## src/rtl/vector_check_sequencer.sv

```systemverilog
// vector_check_sequencer: walks a vector ROM, drives a combinational DUT, checks and counts mismatches
module vector_check_sequencer #(
  parameter int NIN    = 3,
  parameter int NOUT   = 1,
  parameter int AW     = 4,
  parameter int SETTLE = 1,
  parameter int CW     = 16
) (
  input  logic                clk,
  input  logic                reset,
  input  logic                start,
  output logic [AW-1:0]       vec_addr,
  input  logic [NIN+NOUT-1:0] vec_data,
  input  logic                vec_valid,
  output logic [NIN-1:0]      dut_in,
  input  logic [NOUT-1:0]     dut_out,
  output logic                busy,
  output logic                done,
  output logic                pass,
  output logic                err_pulse,
  output logic [AW-1:0]       err_index,
  output logic [CW-1:0]       err_count,
  output logic [CW-1:0]       vec_count
);
  localparam int SW = $clog2(SETTLE + 1);
  typedef enum logic [2:0] {S_IDLE, S_FETCH, S_SETTLE, S_CHECK, S_DONE} state_t;
  state_t state, nxt;
  logic [SW-1:0] cnt;
  logic [NOUT-1:0] exp_q;
  logic mism;
  assign mism = dut_out != exp_q;
  assign busy = state == S_FETCH || state == S_SETTLE || state == S_CHECK;
  assign done = state == S_DONE;
  assign pass = done && err_count == '0;
  // state register; active-low reset aborts any run
  always_ff @(posedge clk)
    if (!reset) state <= S_IDLE;
    else state <= nxt;
  // next-state: start only honoured when idle or done; last ROM address ends the run without wrapping
  always_comb begin
    nxt = state;
    case (state)
      S_IDLE, S_DONE: nxt = start ? S_FETCH : state;
      S_FETCH:        nxt = vec_valid ? S_SETTLE : S_DONE;
      S_SETTLE:       nxt = cnt == '0 ? S_CHECK : S_SETTLE;
      S_CHECK:        nxt = &vec_addr ? S_DONE : S_FETCH;
      default:        nxt = S_IDLE;
    endcase
  end
  // datapath: vector latch, settle countdown, compare and counters
  always_ff @(posedge clk)
    if (!reset) begin
      vec_addr  <= '0;
      dut_in    <= '0;
      exp_q     <= '0;
      cnt       <= '0;
      err_pulse <= 1'b0;
      err_index <= '0;
      err_count <= '0;
      vec_count <= '0;
    end else begin
      err_pulse <= 1'b0;
      case (state)
        S_IDLE, S_DONE:
          if (start) begin
            vec_addr  <= '0;
            err_count <= '0;
            vec_count <= '0;
          end
        S_FETCH:
          if (vec_valid) begin
            dut_in <= vec_data[NIN+NOUT-1:NOUT];
            exp_q  <= vec_data[NOUT-1:0];
            cnt    <= SW'(SETTLE - 1);
          end
        S_SETTLE:
          if (cnt != '0) cnt <= cnt - 1'b1;
        S_CHECK: begin
          vec_count <= vec_count + 1'b1;
          if (mism) begin
            err_pulse <= 1'b1;
            err_index <= vec_addr;
            if (err_count != '1) err_count <= err_count + 1'b1;
          end
          if (!(&vec_addr)) vec_addr <= vec_addr + 1'b1;
        end
        default: ;
      endcase
    end
endmodule

```

## config.mk

```make
export PLATFORM = sky130hd
export DESIGN_NAME = vector_check_sequencer
export DESIGN_NICKNAME = d
export VERILOG_FILES = /design/src/rtl/vector_check_sequencer.sv
export SDC_FILE = /design/constraint.sdc
export NUM_CORES = 1
export LEC_CHECK = 0
export CORE_ASPECT_RATIO = 1.75
export CORE_MARGIN = 8
export CORE_UTILIZATION = 30
export DETAILED_ROUTE_END_ITERATION = 12
export PLACE_DENSITY = 0.48
export RECOVER_POWER = 25
export SYNTH_ARGS = -nofsm -noshare
export SYNTH_HDL_FRONTEND = slang
export SYNTH_SLANG_ARGS = --single-unit
```

## constraint.sdc

```tcl
create_clock -name clk -period 4.1 [get_ports clk]
set_clock_uncertainty 0.1 [all_clocks]
set_input_delay 0.615 -clock clk [delete_from_list [all_inputs] [get_ports clk]]
set_output_delay 0.615 -clock clk [all_outputs]
set_load 0.03 [all_outputs]
```

== Word-level counts from Yosys, hierarchy flattened ==
Index checks and enable logic that the tools add are counted.
Word-level totals
  register bits: 49
  bits of input ports: 9
Cells by class
  equality and inequality tests: 11
  muxes and demuxes: 17
  reduce and logical (&&, ||, !) cells: 16
  add/subtract/negate cells: 4
Operators by type and width (count)
  case mux 16 bit (2 select lines): 2
  two-way mux 16 bit: 3
  adder 16 x 1 -> 16 bit, second input constant: 2
  zero test 16 bit: 1
  inequality test 16 bit, second input constant: 1
  case mux 3 bit (4 select lines): 1
  AND reduction 2 bit: 5
  two-way mux 3 bit: 3
  two-way mux 4 bit: 2
  inequality test 2 bit, second input constant: 4
  case mux 4 bit (2 select lines): 1
  AND reduction 4 bit: 2
  equality test 3 x 2 -> 1 bit, second input constant: 2
  adder 4 x 1 -> 4 bit, second input constant: 1
  two-way mux 1 bit: 4
  nonzero test 2 bit: 2
  equality test 3 x 1 -> 1 bit, second input constant: 1
  equality test 3 bit, second input constant: 1
  zero test 3 bit: 1
  AND reduction 3 bit: 1
  logical OR 1 bit: 2
  inequality test 2 x 1 -> 1 bit, second input constant: 1
  case mux 1 bit (2 select lines): 1
  OR reduction 2 bit: 1
  3 further kinds: 3

== Logic depth before layout (Yosys ltp) ==
Gate-level depths: netlist of run 1.
  depth after elaboration: 4
  depth in mapped cells: 9
  depth with buffers taken out: 6

== Worst setup path before layout of run 1 ==
OpenSTA, ideal clock, no wires.
  path kind: register -> output
  from: reg state[1]
  to: out pass
  buffers on the path: 1
  setup slack: 1531 ps
  arrival time: 1854 ps
  cell stages (with the launch flop): 5
  cells stage by stage: dfxtp_1 -> buf_2 -> nor3_1 -> nand4_1 -> nor2_1
On the way
  word-level cells in the longest chain between the ends: 2
RTL lines
  start, declared: RTL line 27  | state_t state, nxt;
  start signal, assigned: RTL line 38  | else state <= nxt;
  equality test 3 bit: RTL line 33  | assign done = state == S_DONE;
  via done: RTL line 18  | output logic done,
  logical AND 1 bit: RTL line 34  | assign pass = done && err_count == '0;
  end, declared: RTL line 19  | output logic pass,
The timed path passes the listed nets, and every way through them passes these cells.

== Worst setup path in the final report of run 1 ==
  from: in start
  to: reg err_count[11]
On the way
  word-level cells in the longest chain between the ends: 2
RTL lines
  start, declared: RTL line 11  | input logic start,
  inequality test 2 bit (no line)
  AND reduction 4 bit (no line)
  end signal, assigned: RTL line 83  | if (err_count != '1) err_count <= err_count + 1'b1;
  end, declared: RTL line 22  | output logic [CW-1:0] err_count,
No other way between the ends.
A chain may end at the register's enable or synchronous reset.

==> results of run 1 <==
## cells in the mapped netlist, types with 2 or more instances
master / n / area (um^2)
nor4_1: 6 / 37.5
nand3b_1: 2 / 15.0
nand2_1: 44 / 165
o21ai_0: 14 / 70.1
and3_1: 4 / 25.0
a21oi_1: 15 / 75.1
o221a_2: 3 / 33.8
dfxtp_1: 48 / 961
o31ai_1: 2 / 15.0
clkbuf_1: 14 / 52.6
o211a_1: 3 / 30.0
nor3_1: 5 / 25.0
buf_2: 3 / 15.0
a21boi_0: 10 / 75.1
a31oi_1: 3 / 18.8
nand4_1: 10 / 62.6
and2_1: 13 / 81.3
inv_1: 5 / 18.8
o22ai_1: 2 / 12.5
nand3_1: 19 / 95.1
nor2b_1: 9 / 56.3
and4_1: 2 / 17.5
ha_1: 4 / 50.1
nor2_1: 18 / 67.6
or4_1: 4 / 30.0
or3_1: 4 / 25.0
mux2i_1: 11 / 110
a21o_1: 3 / 22.5
o311ai_0: 2 / 17.5
## per-stage QoR
stage / power [W] / setup slack, ns / utilization
2_1_floorplan: 0.000539 / 1.53 / -
3_3_place_gp: 0.000564 / 0.943 / 0.384
3_5_place_dp: 0.000564 / 0.914 / 0.384
4_1_cts: 0.000972 / 1.21 / 0.402
5_1_grt: 0.000998 / 1.08 / 0.401
6_report: 0.000954 / 1.21 / 0.401
## layout make-up
class                   count  area (um^2)  area share
repair buffers             57          562       0.177
multi-input cells         229         1380       0.435
flip-flops and latches     48          961       0.303
clock buffers               5          125      0.0394
clock inverters             2         12.5     0.00394
well taps                  90          113      0.0355
inverters                   5         18.8     0.00591
## logic make-up after synthesis
group,synth area share
xor+xnor,0.00718
fa+ha+maj,0.0205
buf+inv,0.0400
flops,0.394
compound gates,0.173
mux,0.0497
simple gates,0.316
## layout by cell type, fill, tap and decap left out, types with 2 or more instances in the layout
master           synthesis  layout
o21ai_0                 14      14
nand3_1                 19      19
or3_1                    4       4
nor2b_1                  9       9
and2_0                   1       3
a21oi_1                 15      15
dlygate4sd3_1            0      10
a31oi_1                  3       3
o311ai_0                 2       2
o22ai_1                  2       2
clkdlybuf4s50_1          0      45
o221a_2                  3       3
or4_1                    4       4
o211a_1                  3       3
and3_1                   4       4
and4_1                   2       2
clkbuf_16                0       5
inv_1                    5       5
nand4_1                 10      10
a21o_1                   3       3
a21boi_0                10      10
nor3_1                   5       5
o31ai_1                  2       2
nand2_1                 44      44
nand3b_1                 2       2
ha_1                     4       4
dfxtp_1                 48      48
mux2i_1                 11      11
nor4_1                   6       6
and2_1                  13      11
nor2_1                  18      18
## report_power, final
group | internal (W) | switching (W) | total (W)
sequential | 0.000470 | 0.00000591 | 0.000476
clock | 0.000222 | 0.000180 | 0.000402
combinational | 0.0000306 | 0.0000450 | 0.0000757
## path summary, 6_finish.rpt
kind	start	to	slack, ns	cells after the start
hold / removal	err_index[2]$_SDFFE_PN0P_	err_index[2]$_SDFFE_PN0P_	0.37	2
setup / recovery	start	err_count[11]$_SDFFE_PN0P_	1.21	6
hold reg to reg	err_index[2]$_SDFFE_PN0P_	err_index[2]$_SDFFE_PN0P_	0.37	2
setup reg to reg	state[0]$_SDFFE_PN0P_	err_count[11]$_SDFFE_PN0P_	1.63	5
## registers in the layout, indices dropped and copies added (netlist names)
signal / cells
err_count: 16
vec_count: 16
err_index: 4
vec_addr: 4
dut_in: 3
state: 3
err_pulse: 1
exp_q: 1
## routing by layer
layer / share of wire / track usage
met4: 0.018 / 0.0589
met2: 0.53 / 0.232
met1: 0.41 / 0.131
met5: 0.0011 / 0
met3: 0.038 / 0.0271
## critical path, cell delays in order
cell and delay (ns):
clkdlybuf4s50_1 0.52, or3b_1 0.60, and2_0 0.23, a22o_1 0.34, or4_1 0.55, a21oi_1 0.15
==> metrics.md, run 1 <==
| Metric | Value |
|---|---|
| CTS Hold Bufs | 0 |
| Vias in the first global route | 2,265 |
| H-tree depth | 2 |
| Peak VDD IR | 0.000257 V |
| Initial DRC count | 124 |
| Setup crit start kind | input port |
| Cell Rows | 43 |
| Asr flop ratio synth | 0 |
| Synth Net Count | 313 |
| Tightest Pin Transition | 1.49 ns |
| Clk slew on worst S/H paths | 0.07 ns |
| CORE AREA | 7910 um^2 |
| Die span in x | 84.2 um |
| Critical Path RT | 4.22 ns |
| CTS sink cnt | 48 |
| Mapped cell area | 2440 um^2 |
| Worst hold slack | 0.369 ns |
| Clk_lat worst skew | 0.29 ns |
| # IOs | 56 |
| Number of remaining DRC errors | 0 |
| Die ar. | 11,400 um^2 |
| TritonCTS clock tree | done |
| Nets | 359 |
| Placed cells | 429 |
| Num CTS Buffers | 5 |
| Post-synth top flop | dfxtp_1 |
| Fmax | 345 MHz |
| Leakage | 1.14 nW |
| Maximum fanout along the worst path | 16 |
| RSZ-0062 raised after global routing | no |
| Gr ovfl total | 0 |
| DR pass1 iterations | 4 |
| Max-Cap Viols | 0 |
| Setup Fix Bufs, Post-CTS | 0 |
| Placer congestion estimate | 0.776 |
| Root Buffer | clkbuf_16 |
| Post-synth EDFFs | 0 |
| Antenna violation net count after detailed routing | 0 |
| Die height | 135 um |
| Post-route insts no fill | 436 |
| Starting density of the core | 0.308 |
| Post-CTS sizing | 0 |
| Initial antenna violation count | 1 |
| Yosys cell types | 47 |
| Post-layout min period | 2.89 ns |
| Slew margin rel. | 0.00984 |
| Hold crit path type | register to register |
| WL per Instance | 16.3 um |
| Setup TNS | 0 ns |
| Fillcell total | 829 |
| Hpwl dp | 5.22 mm |
| Ant diodes | 0 |
| Routed WL | 7.12 mm |
| Cell area after layout | 3170 um^2 |
| Endpoints failing setup | 0 |
| Largest net degree at the start of global routing | 40 |
| Crit end category | register |
| Via Count | 2,315 |
| Status | completed |
| Vias per cell | 5.31 |
| Placed inst area | 3040 um^2 |
| Hold Vio Cnt, Final | 0 |
| Register area share after synthesis | 0.394 |
| First-pass GRT wire length | 11.6 mm |
| Critical path class | input port to register |
| Port Buffers | 55 |
| Share of layout cells above drive strength 1 | 0.0405 |
| Gr usage total | 0.126 |
| FF+latch count, synth | 48 |
| Post-Syn Area per Cell | 8.13 um^2 |
| Fin crit share | 0.706 |
| Syn-to-layout area delta | 30.1% |
| Worst Path Arrival | 3.01 ns |
| Synth Warn # | 0 |
| CTS Buffer Depth | 2 |
| Slew Limit Fails | 0 |
| Cells after Synth | 300 |
| Power per cell area | 301 nW/um^2 |
No activity file was read; power rests on OpenSTA's default activity.
==> run 2, diff against run 1 <==
--- a/config.mk
+++ b/config.mk
@@ -9,7 +9,7 @@
 export CORE_MARGIN = 8
 export CORE_UTILIZATION = 30
 export DETAILED_ROUTE_END_ITERATION = 12
-export PLACE_DENSITY = 0.48
+export PLACE_DENSITY = 0.5
 export RECOVER_POWER = 25
 export SYNTH_ARGS = -nofsm -noshare
 export SYNTH_HDL_FRONTEND = slang
==> constraint.sdc (replaced) <==
create_clock -name clk -period 2.6 [get_ports clk]
set_clock_uncertainty 0.1 [all_clocks]
set_input_delay 0.39 -clock clk [delete_from_list [all_inputs] [get_ports clk]]
set_output_delay 0.39 -clock clk [all_outputs]
set_load 0.03 [all_outputs]
==> metrics.md, run 2 (same netlist as run 1, synthesis figures left out) <==
| Metric | Value |
|---|---|
| Critical path class | register to output pin |
| Vias per cell | 5.23 (-1.5%) |
| Worst R2R Path Depth | 4 (-1) |
| Peak VDD IR | 0.000340 V (+32%) |
| Maximum fanout along the worst path | 6 (-10) |
| Fmax | 417 MHz |
| Starting density of the core | 0.308 (unchanged) |
| Setup crit start kind | register |
| Hold Path Depth | 2 (unchanged) |
| Num CTS Buffers | 5 (unchanged) |
| Initial DRC count | 108 (-13%) |
| CTS Hold Bufs | 0 (unchanged) |
| Slew Limit Fails | 0 (unchanged) |
| Slew margin rel. | 0.283 (+0.273) |
| WL per Instance | 15.9 um (-2.9%) |
| Port Buffers | 55 (unchanged) |
| Status | completed |
| Setup Fix Bufs, Post-CTS | 0 (unchanged) |
| Fin crit share | 0.922 |
| RSZ-0062 raised after global routing | no |
| Nets | 371 (+3.3%) |
| Int Power | 0.00119 W (+64%) |
| Hold Vio Cnt, Final | 0 (unchanged) |
| Antenna violation net count after detailed routing | 0 (unchanged) |
| Die height | 135 um (unchanged) |
| Power per cell area | 472 nW/um^2 (+57%) |
| Largest net degree at the start of global routing | 30 (-25%) |
| Switching part of the total | 0.233 (-0.00964) |
| Die span in x | 84.2 um (unchanged) |
| Hpwl dp | 5.32 mm (+1.8%) |
| Gr usage total | 0.127 (+0.000825) |
| First-pass GRT wire length | 11.7 mm (+0.35%) |
| Pre-CTS setup slack | 0.118 ns (-0.796 ns) |
| Most frequent cells in the layout | dfxtp_1, clkdlybuf4s50_1, nand2_1 |
| CORE AREA | 7910 um^2 (unchanged) |
| Post-route setup slack | 0.203 ns (-1.00 ns) |
| Comb power frac | 0.087 (+0.008) |
| Hold crit path type | register to register |
| Clk network pwr share | 0.427 (+0.006) |
| Max-Cap Viols | 0 (unchanged) |
| Root Buffer | clkbuf_16 |
| Endpoints failing setup | 0 (unchanged) |
| DR pass1 iterations | 4 (unchanged) |
| Clk_lat worst skew | 0.29 ns (about the same) |
| Worst Path Arrival | 1.91 ns (-1.10 ns) |
| Most common cell after layout, fill and taps aside | dfxtp_1 |
| Placer congestion estimate | 0.778 (+0.22%) |
| Gr ovfl total | 0 (unchanged) |
| Tightest Pin Transition | 1.08 ns (-0.410 ns) |
| Cell Rows | 43 (unchanged) |
| CTS Buffer Depth | 2 (unchanged) |
| Initial antenna violation count | 0 (-1) |
| Placed cells | 441 (+2.8%) |
| Post-route insts no fill | 449 (+3.0%) |
| Die ar. | 11,400 um^2 (unchanged) |
| Worst hold slack | 0.363 ns (-0.00623 ns) |
| Leakage | 1.21 nW (+6.6%) |
| Via Count | 2,348 (+1.4%) |
| H-tree depth | 2 (unchanged) |
| Top Registers | err_count: 16 flops, vec_count: 16 flops |
| Setup TNS | 0 ns (unchanged) |
| TritonCTS clock tree | done |
| Reg power frac | 0.486 (-0.013) |
| CTS sink cnt | 48 (unchanged) |
| # IOs | 56 (unchanged) |
| Share of layout cells above drive strength 1 | 0.0696 (+0.0292) |
| Critical Path RT | 2.11 ns (-2.11 ns) |
| Clk slew on worst S/H paths | 0.06 ns (about the same) |
| Vias in the first global route | 2,299 (+1.5%) |
| Ant diodes | 0 (unchanged) |
| Routed WL | 7.12 mm (about the same) |
| Post-layout min period | 2.40 ns |
| Sw power | 0.000360 W (+56%) |
| Syn-to-layout area delta | 34.2% |
| Crit end category | output pin |
| Number of remaining DRC errors | 0 (unchanged) |
==> run 2: through the flow <==
stage / cell area [um^2] / utilization / total power, W
finish: 3270 / 0.414 / 0.00155
global route: 3270 / 0.414 / 0.00162
CTS: 3280 / 0.414 / 0.00157
detailed placement: 3130 / 0.396 / 0.000905
global placement: 3130 / 0.396 / 0.000904
floorplan: 2440 / - / 0.000850
==> run 2: repair_timing <==
action	in CTS	in global routing
endpoints found under the hold margin	0	0
resized for setup	0	1
endpoints found under the setup margin	0	1
==> run 2: layout make-up <==
type	instances	area (um^2)
clock buffers	8	146
fillers	800	4630
inverters	5	18.8
multi-input cells	229	1380
flip-flops and latches	48	961
well taps	90	113
repair buffers	69	654
==> run 2: final timing paths <==
check / startpoint / endpoint / slack [ns]
worst max register to register: state[1]$_SDFFE_PN0P_ / vec_count[13]$_SDFFE_PN0P_ / 0.33
worst max-delay path: state[2]$_SDFFE_PN0P_ / done / 0.20
worst min register to register: err_index[2]$_SDFFE_PN0P_ / err_index[2]$_SDFFE_PN0P_ / 0.36
worst min-delay path: err_index[2]$_SDFFE_PN0P_ / err_index[2]$_SDFFE_PN0P_ / 0.36
==> run 2: power by group through the flow <==
stage / Sequential (W) / Clock, W / Combinational, W
final: 0.000751 / 0.000660 / 0.000134
after global routing: 0.000752 / 0.000718 / 0.000148
after CTS: 0.000751 / 0.000685 / 0.000138
after detailed placement: 0.000768 / 0 / 0.000137
after global placement: 0.000768 / 0 / 0.000136
after floorplan: 0.000768 / 0 / 0.0000825
==> run 2: layer usage <==
metal  vias to the layer above  GRT usage  wire (um)
met4                         0     0.0589        155
met1                      1097      0.134       2990
met2                        42      0.230       3700
li1                       1201          -          -
met5                         -          0          0
met3                         8     0.0289        279
==> run 2: critical path, stage by stage (launching register included) <==
cell and delay, ns:
dfxtp_1 0.35, inv_1 0.11, nor3_1 0.30, buf_4 0.20
clkdlybuf4s50_1 0.67
